**src/rtl/pc_ctrl_pkg.sv**
```systemverilog
// pc_ctrl_pkg: shared widths, reset default and FSM state type for the
// program-counter / jump controller.
//   PC_W             fetch address width (word-addressed)
//   OFF_W            jump offset width (two's complement)
//   RESET_PC_DEFAULT default PC loaded on reset
//   pc_state_e       controller state encoding
package pc_ctrl_pkg;

  localparam int unsigned PC_W  = 16;
  localparam int unsigned OFF_W = 12;

  localparam logic [PC_W-1:0] RESET_PC_DEFAULT = 16'h0000;

  typedef enum logic [1:0] {
    StIdle,
    StFetch,
    StFlush,
    StHalt
  } pc_state_e;

endpackage

```
**src/rtl/pc_target_adder.sv**
```systemverilog
// pc_target_adder: combinational jump target computation.
// Sign-extends the jump offset to PC width and adds it to the jump
// instruction address; the sum wraps modulo 2^PC_W.
// Ports:
//   i_jmp_pc  [PC_W-1:0]  address of the jump instruction
//   i_jmp_off [OFF_W-1:0] two's-complement offset
//   o_target  [PC_W-1:0]  jump target address
module pc_target_adder
  import pc_ctrl_pkg::*;
(
  input  logic [PC_W-1:0]  i_jmp_pc,
  input  logic [OFF_W-1:0] i_jmp_off,
  output logic [PC_W-1:0]  o_target
);

  logic [PC_W-1:0] w_off_sext;

  assign w_off_sext = {{(PC_W - OFF_W){i_jmp_off[OFF_W-1]}}, i_jmp_off};
  assign o_target   = i_jmp_pc + w_off_sext;

endmodule

```
**src/rtl/pc_jump_ctrl.sv**
```systemverilog
// pc_jump_ctrl: instruction fetch PC sequencer with jump redirect.
// States: IDLE (after reset), FETCH (issuing requests), FLUSH (one-cycle
// redirect bubble, flush asserted), HALT (sticky until reset).
// Priority: rst > jmp_valid > halt > stall > sequential increment.
// Optional build macro PC_JUMP_LINK_EN adds a link-register write port.
// Ports:
//   clk, rst             clock, synchronous active-high reset
//   fetch_req / fetch_ack fetch request (FETCH only) / memory accept
//   pc        [15:0]     current fetch address
//   stall                hold pc
//   jmp_valid/jmp_pc/jmp_off  resolved jump from decode
//   halt                 stop fetching until reset
//   flush                registered, high for the single FLUSH cycle
//   jmp_link/link_we/link_addr (PC_JUMP_LINK_EN only) link write-back
module pc_jump_ctrl
  import pc_ctrl_pkg::*;
#(
  parameter logic [PC_W-1:0] RESET_PC = RESET_PC_DEFAULT
) (
  input  logic             clk,
  input  logic             rst,
  output logic             fetch_req,
  input  logic             fetch_ack,
  output logic [PC_W-1:0]  pc,
  input  logic             stall,
  input  logic             jmp_valid,
  input  logic [PC_W-1:0]  jmp_pc,
  input  logic [OFF_W-1:0] jmp_off,
  input  logic             halt,
`ifdef PC_JUMP_LINK_EN
  input  logic             jmp_link,
  output logic             link_we,
  output logic [PC_W-1:0]  link_addr,
`endif
  output logic             flush
);

  pc_state_e       r_state, w_state_next;
  logic [PC_W-1:0] r_pc, w_pc_next;
  logic            r_flush, w_flush_next;
  logic [PC_W-1:0] w_target;
  logic            w_jump_take;

  pc_target_adder u_target_adder (
    .i_jmp_pc  (jmp_pc),
    .i_jmp_off (jmp_off),
    .o_target  (w_target)
  );

  // A jump is only accepted from IDLE or FETCH; FLUSH and HALT ignore it.
  assign w_jump_take = jmp_valid && ((r_state == StIdle) || (r_state == StFetch));

  always_comb begin
    w_state_next = r_state;
    w_pc_next    = r_pc;
    w_flush_next = 1'b0;
    case (r_state)
      StIdle, StFetch: begin
        if (w_jump_take) begin
          // Redirect drops any unacknowledged request; flush kills its response.
          w_pc_next    = w_target;
          w_flush_next = 1'b1;
          w_state_next = StFlush;
        end else if (halt) begin
          w_state_next = StHalt;
        end else if (r_state == StIdle) begin
          w_state_next = StFetch;
        end else if (fetch_ack && !stall) begin
          w_pc_next = r_pc + 16'd1;
        end
      end
      StFlush: begin
        w_state_next = StFetch;
      end
      StHalt: begin
        w_state_next = StHalt;
      end
      default: begin
        w_state_next = StIdle;
      end
    endcase
  end

  always_ff @(posedge clk) begin
    if (rst) begin
      r_state <= StIdle;
      r_pc    <= RESET_PC;
      r_flush <= 1'b0;
    end else begin
      r_state <= w_state_next;
      r_pc    <= w_pc_next;
      r_flush <= w_flush_next;
    end
  end

  assign fetch_req = (r_state == StFetch);
  assign pc        = r_pc;
  assign flush     = r_flush;

`ifdef PC_JUMP_LINK_EN
  logic            r_link_we;
  logic [PC_W-1:0] r_link_addr;
  logic            w_link_take;

  assign w_link_take = w_jump_take && jmp_link;

  // Link write pulses in the same cycle flush is high.
  always_ff @(posedge clk) begin
    if (rst) begin
      r_link_we   <= 1'b0;
      r_link_addr <= '0;
    end else begin
      r_link_we <= w_link_take;
      if (w_link_take) begin
        r_link_addr <= jmp_pc + 16'd1;
      end
    end
  end

  assign link_we   = r_link_we;
  assign link_addr = r_link_addr;
`endif

endmodule

```
**config.mk**
```make
export PLATFORM = sky130hd
export DESIGN_NAME = pc_jump_ctrl
export DESIGN_NICKNAME = d
export VERILOG_FILES = /design/src/rtl/pc_ctrl_pkg.sv /design/src/rtl/pc_target_adder.sv /design/src/rtl/pc_jump_ctrl.sv
export SDC_FILE = /design/constraint.sdc
export NUM_CORES = 1
export LEC_CHECK = 0
export ABC_AREA = 1
export BUFFER_PORTS_ARGS = -buffer_cell sky130_fd_sc_hd__buf_2
export CELL_PAD_IN_SITES_DETAIL_PLACEMENT = 0
export CELL_PAD_IN_SITES_GLOBAL_PLACEMENT = 1
export CORE_MARGIN = 5
export CORE_UTILIZATION = 37
export DETAILED_ROUTE_END_ITERATION = 7
export MAX_ROUTING_LAYER = met4
export PLACE_DENSITY_LB_ADDON = 0.1
export SETUP_SLACK_MARGIN = 0.5
export SYNTH_ARGS = -nofsm -noshare
export SYNTH_HDL_FRONTEND = slang
export SYNTH_SLANG_ARGS = --single-unit
```
**constraint.sdc**
```tcl
create_clock -name clk -period 1.6 [get_ports clk]
set_input_delay 0.08 -clock clk [delete_from_list [all_inputs] [get_ports clk]]
set_output_delay 0.08 -clock clk [all_outputs]
set_load 0.03 [all_outputs]
```
Word-level counts from Yosys, hierarchy flattened
Index checks and enable logic that the tools add are counted.

ROM bits: 0. Word-level logic and storage cells: 30. Latch bits: 0. Output and inout bits: 18. Register bits: 19. RAM bits: 0. Memories: 0.

Divide/modulo/power cells: 0. Magnitude comparators: 0. Bitwise gates (word level): 1. Shift operators: 0. Add/sub/neg operators: 2. Muxes and demuxes: 9. Equality and inequality tests: 6. Multipliers: 0. Reductions and logical operators: 9.

Operators with widths (count): 2-to-1 mux 16 bit (4); adder 16 x 1 -> 16 bit (second input constant) (1); adder 16 bit (1); 2-to-1 mux 2 bit (3); case mux 2 bit (3 select lines) (1); == test 2 bit (second input constant) (2); != test 4 bit (second input constant) (1); AND reduction 4 bit (1); OR reduction 2 bit (2); == test 2 x 1 -> 1 bit (second input constant) (1); logical AND 1 bit (2); logical NOT 2 bit (1); != test 2 x 1 -> 1 bit (second input constant) (1); != test 2 bit (second input constant) (1); nonzero test 2 bit (1); logical NOT 1 bit (1); logical OR 1 bit (1); 2-to-1 mux 1 bit (1); inverter 1 bit (1).

Depth between registers and ports, before layout
Depth after elaboration: 6. Depth in mapped cells: 13. Mapped depth without buffers: 13.

Cells and area by module
A second synthesis with hierarchy kept.

Cells, all modules: 371. Area total of the unflattened synthesis: 2220.9 um^2.

Modules (own cells, without submodules): pc_jump_ctrl (times used 1, cells each 195, area an instance 1290.0 um^2); pc_target_adder (times used 1, cells each 176, area an instance 930.9 um^2).

Least setup slack after synthesis
OpenSTA, ideal clock, no wires.

Kind: reg-to-reg. Start point: register r_pc[0] (netlist: pc[0]). End point: register r_pc[14] (netlist: pc[14]). Stages on the path, launching flop included: 11. Arrival: 1560 ps. Library setup time: 109 ps. Slack: -68 ps. Path buffers: 0. Cells stage by stage: dfxtp_1 ha_1 nand2_1 nor2_4 nand2_2 nor2_4 nand4_1 nand3_1 nand3_1 nand2_1 inv_1.

Longest elaborated chain between the ends: 5.

RTL lines: start, declared (line pc_jump_ctrl.sv:39) `logic [PC_W-1:0] r_pc, w_pc_next;`; start signal, assigned (line pc_jump_ctrl.sv:91) `r_pc <= w_pc_next;`; adder 16 x 1 -> 16 bit (line pc_jump_ctrl.sv:69) `w_pc_next = r_pc + 16'd1;`; 2-to-1 mux 16 bit (line pc_jump_ctrl.sv:68) `end else if (fetch_ack && !stall) begin`; 2-to-1 mux 16 bit (line pc_jump_ctrl.sv:66) `end else if (r_state == StIdle) begin`; 2-to-1 mux 16 bit (line pc_jump_ctrl.sv:64) `end else if (halt) begin`; 2-to-1 mux 16 bit (line pc_jump_ctrl.sv:59) `if (w_jump_take) begin`.

No other way between the ends. The select of a mux whose other input is x is not followed. A chain may end at the register's enable or synchronous reset.

Worst setup path after layout
Start point: register r_pc[0] (netlist: pc[0]). End point: register r_pc[4] (netlist: pc[4]).

Same word-level chain as after synthesis.

==> flow_metrics.py <==
metrics = {
    "logic_synthesis": {
        "syn-instance-count": 340,
        "yosys_warnings": 0,
        "syn_area_sq_um": 2080,
        "synth_largest_area_cell": "sky130_fd_sc_hd__dfxtp_1",
        "post_synth.cell_area_avg_sq_um": 6.12,
        "post_synth_main_area_contributors": "sky130_fd_sc_hd__dfxtp_1 (18%), sky130_fd_sc_hd__nand2_1 (18%), sky130_fd_sc_hd__ha_1 (9.6%), sky130_fd_sc_hd__inv_1 (8.8%), sky130_fd_sc_hd__nand3_1 (6.3%)",
        "synthDominantCellAreaShare": 0.183,
        "synthesis_stage_register_bit_count": 19,
        "seq_area_frac_synth": 0.183,
        "synth_cell_type_count": 34,
        "synth.net_count": 391,
    },
    "setup_path": {
        "timing.rr.start": "pc[0]",
        "worst_setup_path_end_kind": "flip-flop",
        "critical_path.max_fanout": 4,
        "worst_setup_path_start_kind": "flip-flop",
        "critPathKind": "flip-flop to flip-flop",
        "required_time_at_the_worst_slack_endpoint_ns": 1.75,
        "worst-r2r-setup-slack_ns": 0.20,
        "r2r-end": "pc[4]",
        "reg2reg_depth": 8,
        "critPathArrivalTime_ns": 1.55,
    },
    "clock_network": {
        "numClockSinks": 19,
        "clk_pin_slew_ns": 0.08,
        "ctsLongestPathBuffers": 2,
        "htree_levels": 1,
        "cts-buffers-inserted": 3,
        "cts.hold.buffers_added": 0,
        "ctsRootBufferMaster": "sky130_fd_sc_hd__clkbuf_8",
        "clock_tree_from_tritoncts": "built",
        "clk_latency_ns": 0.26,
    },
    "pwr": {
        "power.share.clock": 0.199,
        "comb_power_share": 0.464,
        "power.share.switching": 0.416,
        "pwr-share-seq": 0.337,
        "netSwitchingPower_uw": 730,
        "p_leak_nw": 1.51,
        "cellInternalPower_mw": 1.02,
        "pwr_per_cell_area_nw_per_um2": 600,
        "vdd_ir_drop_max_mv": 0.393,
    },
    "timing": {
        "slew_viol_final": 0,
        "rsz0062_at_grt": "true",
        "fin_crit_ns": 1.40,
        "fin_ws_ns": 0.197,
        "fin_tns_setup_ns": 0,
        "setup_viol_count_final": 0,
        "peak_clock_frequency_supported_by_timing_mhz": 713,
        "slew_headroom": 0.677,
        "fin_hold_ws_ns": 0.00499,
        "finalHoldViolCount": 0,
        "final.period_utilization": 0.877,
        "worst_clock_skew_ns": 0.00247,
        "worst_slew_pin_slew_ns": 0.484,
    },
    "routing": {
        "detail_route.drc_violations": 0,
        "routed_via_density": 4.75,
        "drtPass1Iterations": 5,
        "finalWirelength_um": 6050,
        "wl_per_cell_um": 12.4,
        "drt_iter0_markers": 91,
        "vias": 2320,
        "final_antenna_net_count": 0,
    },
    "worst_hold_path": {
        "min_from": "rst",
        "timing.hold.worst_endpoint": "pc[13]",
        "timing.hold.worst.class": "input port to flip-flop",
        "hold_depth": 2,
    },
    "grt": {
        "global_route_wire_length_before_repair_um": 10100,
        "grt_overflow": 0,
        "grt_start_max_net_pins": 21,
        "grt_pass1_vias": 2190,
        "antenna_found_initial": 0,
        "gr-usage-all-layers": 0.173,
    },
    "place": {
        "gpl.final_weighted_congestion": 0.816,
        "placedCellCount": 462,
        "hpwlAfterDp_um": 4620,
        "dpl_worst_slack_ns": 0.0214,
        "numPortBuffers": 51,
    },
    "floorplanning": {
        "die-area_sq_um": 7220,
        "core.rowCount": 27,
        "fp.dieH_um": 85.0,
        "core_sq_um": 5470,
        "die_w_um": 85.0,
        "i_o_pins": 52,
        "start_util": 0.380,
    },
    "finish": {
        "areaGrowthSynthToFinish_pct": 40.6,
        "layout.cells.non_filler": 488,
        "post_route_cells_drive_above_1_share": 0.375,
        "nFillCells": 586,
        "diodes": 0,
        "nets": 468,
    },
    "job": {
        "max_cap_violations": 0,
    },
    "run_status": {
        "run_status": "completed",
    },
}
==> Yosys cell counts <==
cell / n
sky130_fd_sc_hd__nand2_2: 8
sky130_fd_sc_hd__a31oi_1: 4
sky130_fd_sc_hd__nor2_4: 4
sky130_fd_sc_hd__inv_1: 49
sky130_fd_sc_hd__xor2_1: 4
sky130_fd_sc_hd__fa_1: 1
sky130_fd_sc_hd__nand3_1: 26
sky130_fd_sc_hd__nand4_4: 1
sky130_fd_sc_hd__nand4_2: 1
sky130_fd_sc_hd__and2_1: 1
sky130_fd_sc_hd__o21ai_1: 5
sky130_fd_sc_hd__a32o_1: 1
sky130_fd_sc_hd__inv_2: 2
sky130_fd_sc_hd__nand2_1: 99
sky130_fd_sc_hd__a21oi_2: 4
sky130_fd_sc_hd__buf_2: 1
sky130_fd_sc_hd__dfxtp_1: 19
sky130_fd_sc_hd__nand2_4: 1
sky130_fd_sc_hd__o21ai_0: 20
sky130_fd_sc_hd__or2_1: 1
sky130_fd_sc_hd__or2_2: 1
sky130_fd_sc_hd__xnor2_1: 5
sky130_fd_sc_hd__ha_1: 16
sky130_fd_sc_hd__nor2_1: 20
sky130_fd_sc_hd__a21oi_1: 23
sky130_fd_sc_hd__clkbuf_1: 1
sky130_fd_sc_hd__inv_4: 1
sky130_fd_sc_hd__nor3_2: 1
sky130_fd_sc_hd__nand4_1: 6
sky130_fd_sc_hd__nor2_2: 4
sky130_fd_sc_hd__nand3b_1: 3
sky130_fd_sc_hd__nand3_2: 1
sky130_fd_sc_hd__nor3_1: 4
sky130_fd_sc_hd__buf_6: 2
==> sequential cells by signal, indices dropped and copies added (netlist names) <==
| register | cells |
|---|---|
| flush | 1 |
| pc | 16 |
| r_state | 2 |
==> routing by layer <==
metal / track usage / wire length [um] / up-vias
li1: - / - / 1263
met4: 0.0129 / 15 / 0
met1: 0.234 / 2860 / 1014
met2: 0.284 / 2920 / 41
met5: - / 0 / -
met3: 0.0262 / 253 / 2
==> cell families (layout without fill, tap and decap cells) <==
kind of cell             after synthesis  count (layout)  synth area share
adder cells (fa/ha/maj)               17              17             0.106
AND/OR/NAND/NOR                      182             183             0.414
XOR/XNOR                               9               9            0.0379
AO/OA/AOI/OAI                         57              57             0.149
buffers and inverters                 56             131             0.110
flip-flops                            19              19             0.183
==> repair_timing <==
action,in CTS,in global routing
setup buffers,15,6
pin swaps,13,18
endpoints found under the setup margin,16,17
cloned,1,0
gates resized for setup,21,23
==> power groups by stage <==
stage | sequential [mW] | clock (mW) | combinational, mW
3_5_place_dp | 0.603 | 0 | 0.707
3_3_place_gp | 0.602 | 0 | 0.703
6_report | 0.591 | 0.350 | 0.814
5_1_grt | 0.601 | 0.375 | 0.914
2_1_floorplan | 0.670 | 0 | 0.429
4_1_cts | 0.590 | 0.363 | 0.792
==> critical path, cell delays in order (launching register included) <==
cell and delay, ns:
sky130_fd_sc_hd__dfxtp_4 0.37, sky130_fd_sc_hd__ha_4 0.17, sky130_fd_sc_hd__nand2_4 0.06, sky130_fd_sc_hd__nor2_4 0.05, sky130_fd_sc_hd__buf_4 0.14, sky130_fd_sc_hd__buf_4 0.13
sky130_fd_sc_hd__xor2_1 0.13, sky130_fd_sc_hd__o21ai_0 0.17, sky130_fd_sc_hd__a21oi_1 0.08
==> layout make-up <==
cell class	count	area, sq um	area share
clock buffer	4	45.0	0.0154
timing repair buffer	75	494	0.169
tap	72	90.1	0.0308
multi-input combinational	266	1670	0.571
inverter	52	205	0.0702
sequential	19	419	0.143
==> layout by cell type (no fill, tap or decap), types with 3 or more instances in the layout <==
cell type and n:
sky130_fd_sc_hd__xor2_1 4, sky130_fd_sc_hd__clkbuf_8 3, sky130_fd_sc_hd__ha_1 11, sky130_fd_sc_hd__buf_4 17, sky130_fd_sc_hd__o21ai_1 9, sky130_fd_sc_hd__dfxtp_2 7
sky130_fd_sc_hd__nand3_2 6, sky130_fd_sc_hd__ha_4 3, sky130_fd_sc_hd__nand2_2 15, sky130_fd_sc_hd__nor2_2 3, sky130_fd_sc_hd__buf_2 50, sky130_fd_sc_hd__nand3b_1 3
sky130_fd_sc_hd__nand2_1 90, sky130_fd_sc_hd__o21ai_0 15, sky130_fd_sc_hd__dfxtp_1 4, sky130_fd_sc_hd__inv_1 47, sky130_fd_sc_hd__a31oi_1 3, sky130_fd_sc_hd__nand2_4 3
sky130_fd_sc_hd__a21oi_1 18, sky130_fd_sc_hd__xnor2_1 5, sky130_fd_sc_hd__buf_12 3, sky130_fd_sc_hd__dfxtp_4 8, sky130_fd_sc_hd__nor2_4 8, sky130_fd_sc_hd__buf_6 5
sky130_fd_sc_hd__nor2_1 17, sky130_fd_sc_hd__nand3_1 21, sky130_fd_sc_hd__a21oi_2 9, sky130_fd_sc_hd__nor3_1 3, sky130_fd_sc_hd__nand4_1 6
==> worst max-delay path by stage <==
stage | cells after the start | slack [ns] | endpoint | from
2_1_floorplan | 10 | 0.22 | pc[14] | pc[0]
3_3_place_gp | 13 | 0.04 | pc[14] | jmp_pc[0]
3_5_place_dp | 11 | 0.02 | pc[11] | jmp_pc[6]
4_1_cts | 10 | 0.22 | pc[14] | pc[0]
5_1_grt | 11 | 0.09 | pc[14] | pc[1]
6_report | 8 | 0.20 | pc[4] | pc[0]
==> stage by stage <==
step	cell area [sq um]	power [mW]	utilization
after global routing	2920	1.89	0.534
after global placement	2520	1.30	0.461
final	2920	1.75	0.534
after CTS	2800	1.75	0.512
after floorplan	2190	1.10	-
after detailed placement	2520	1.31	0.461
(Power assumes the default switching activity.)
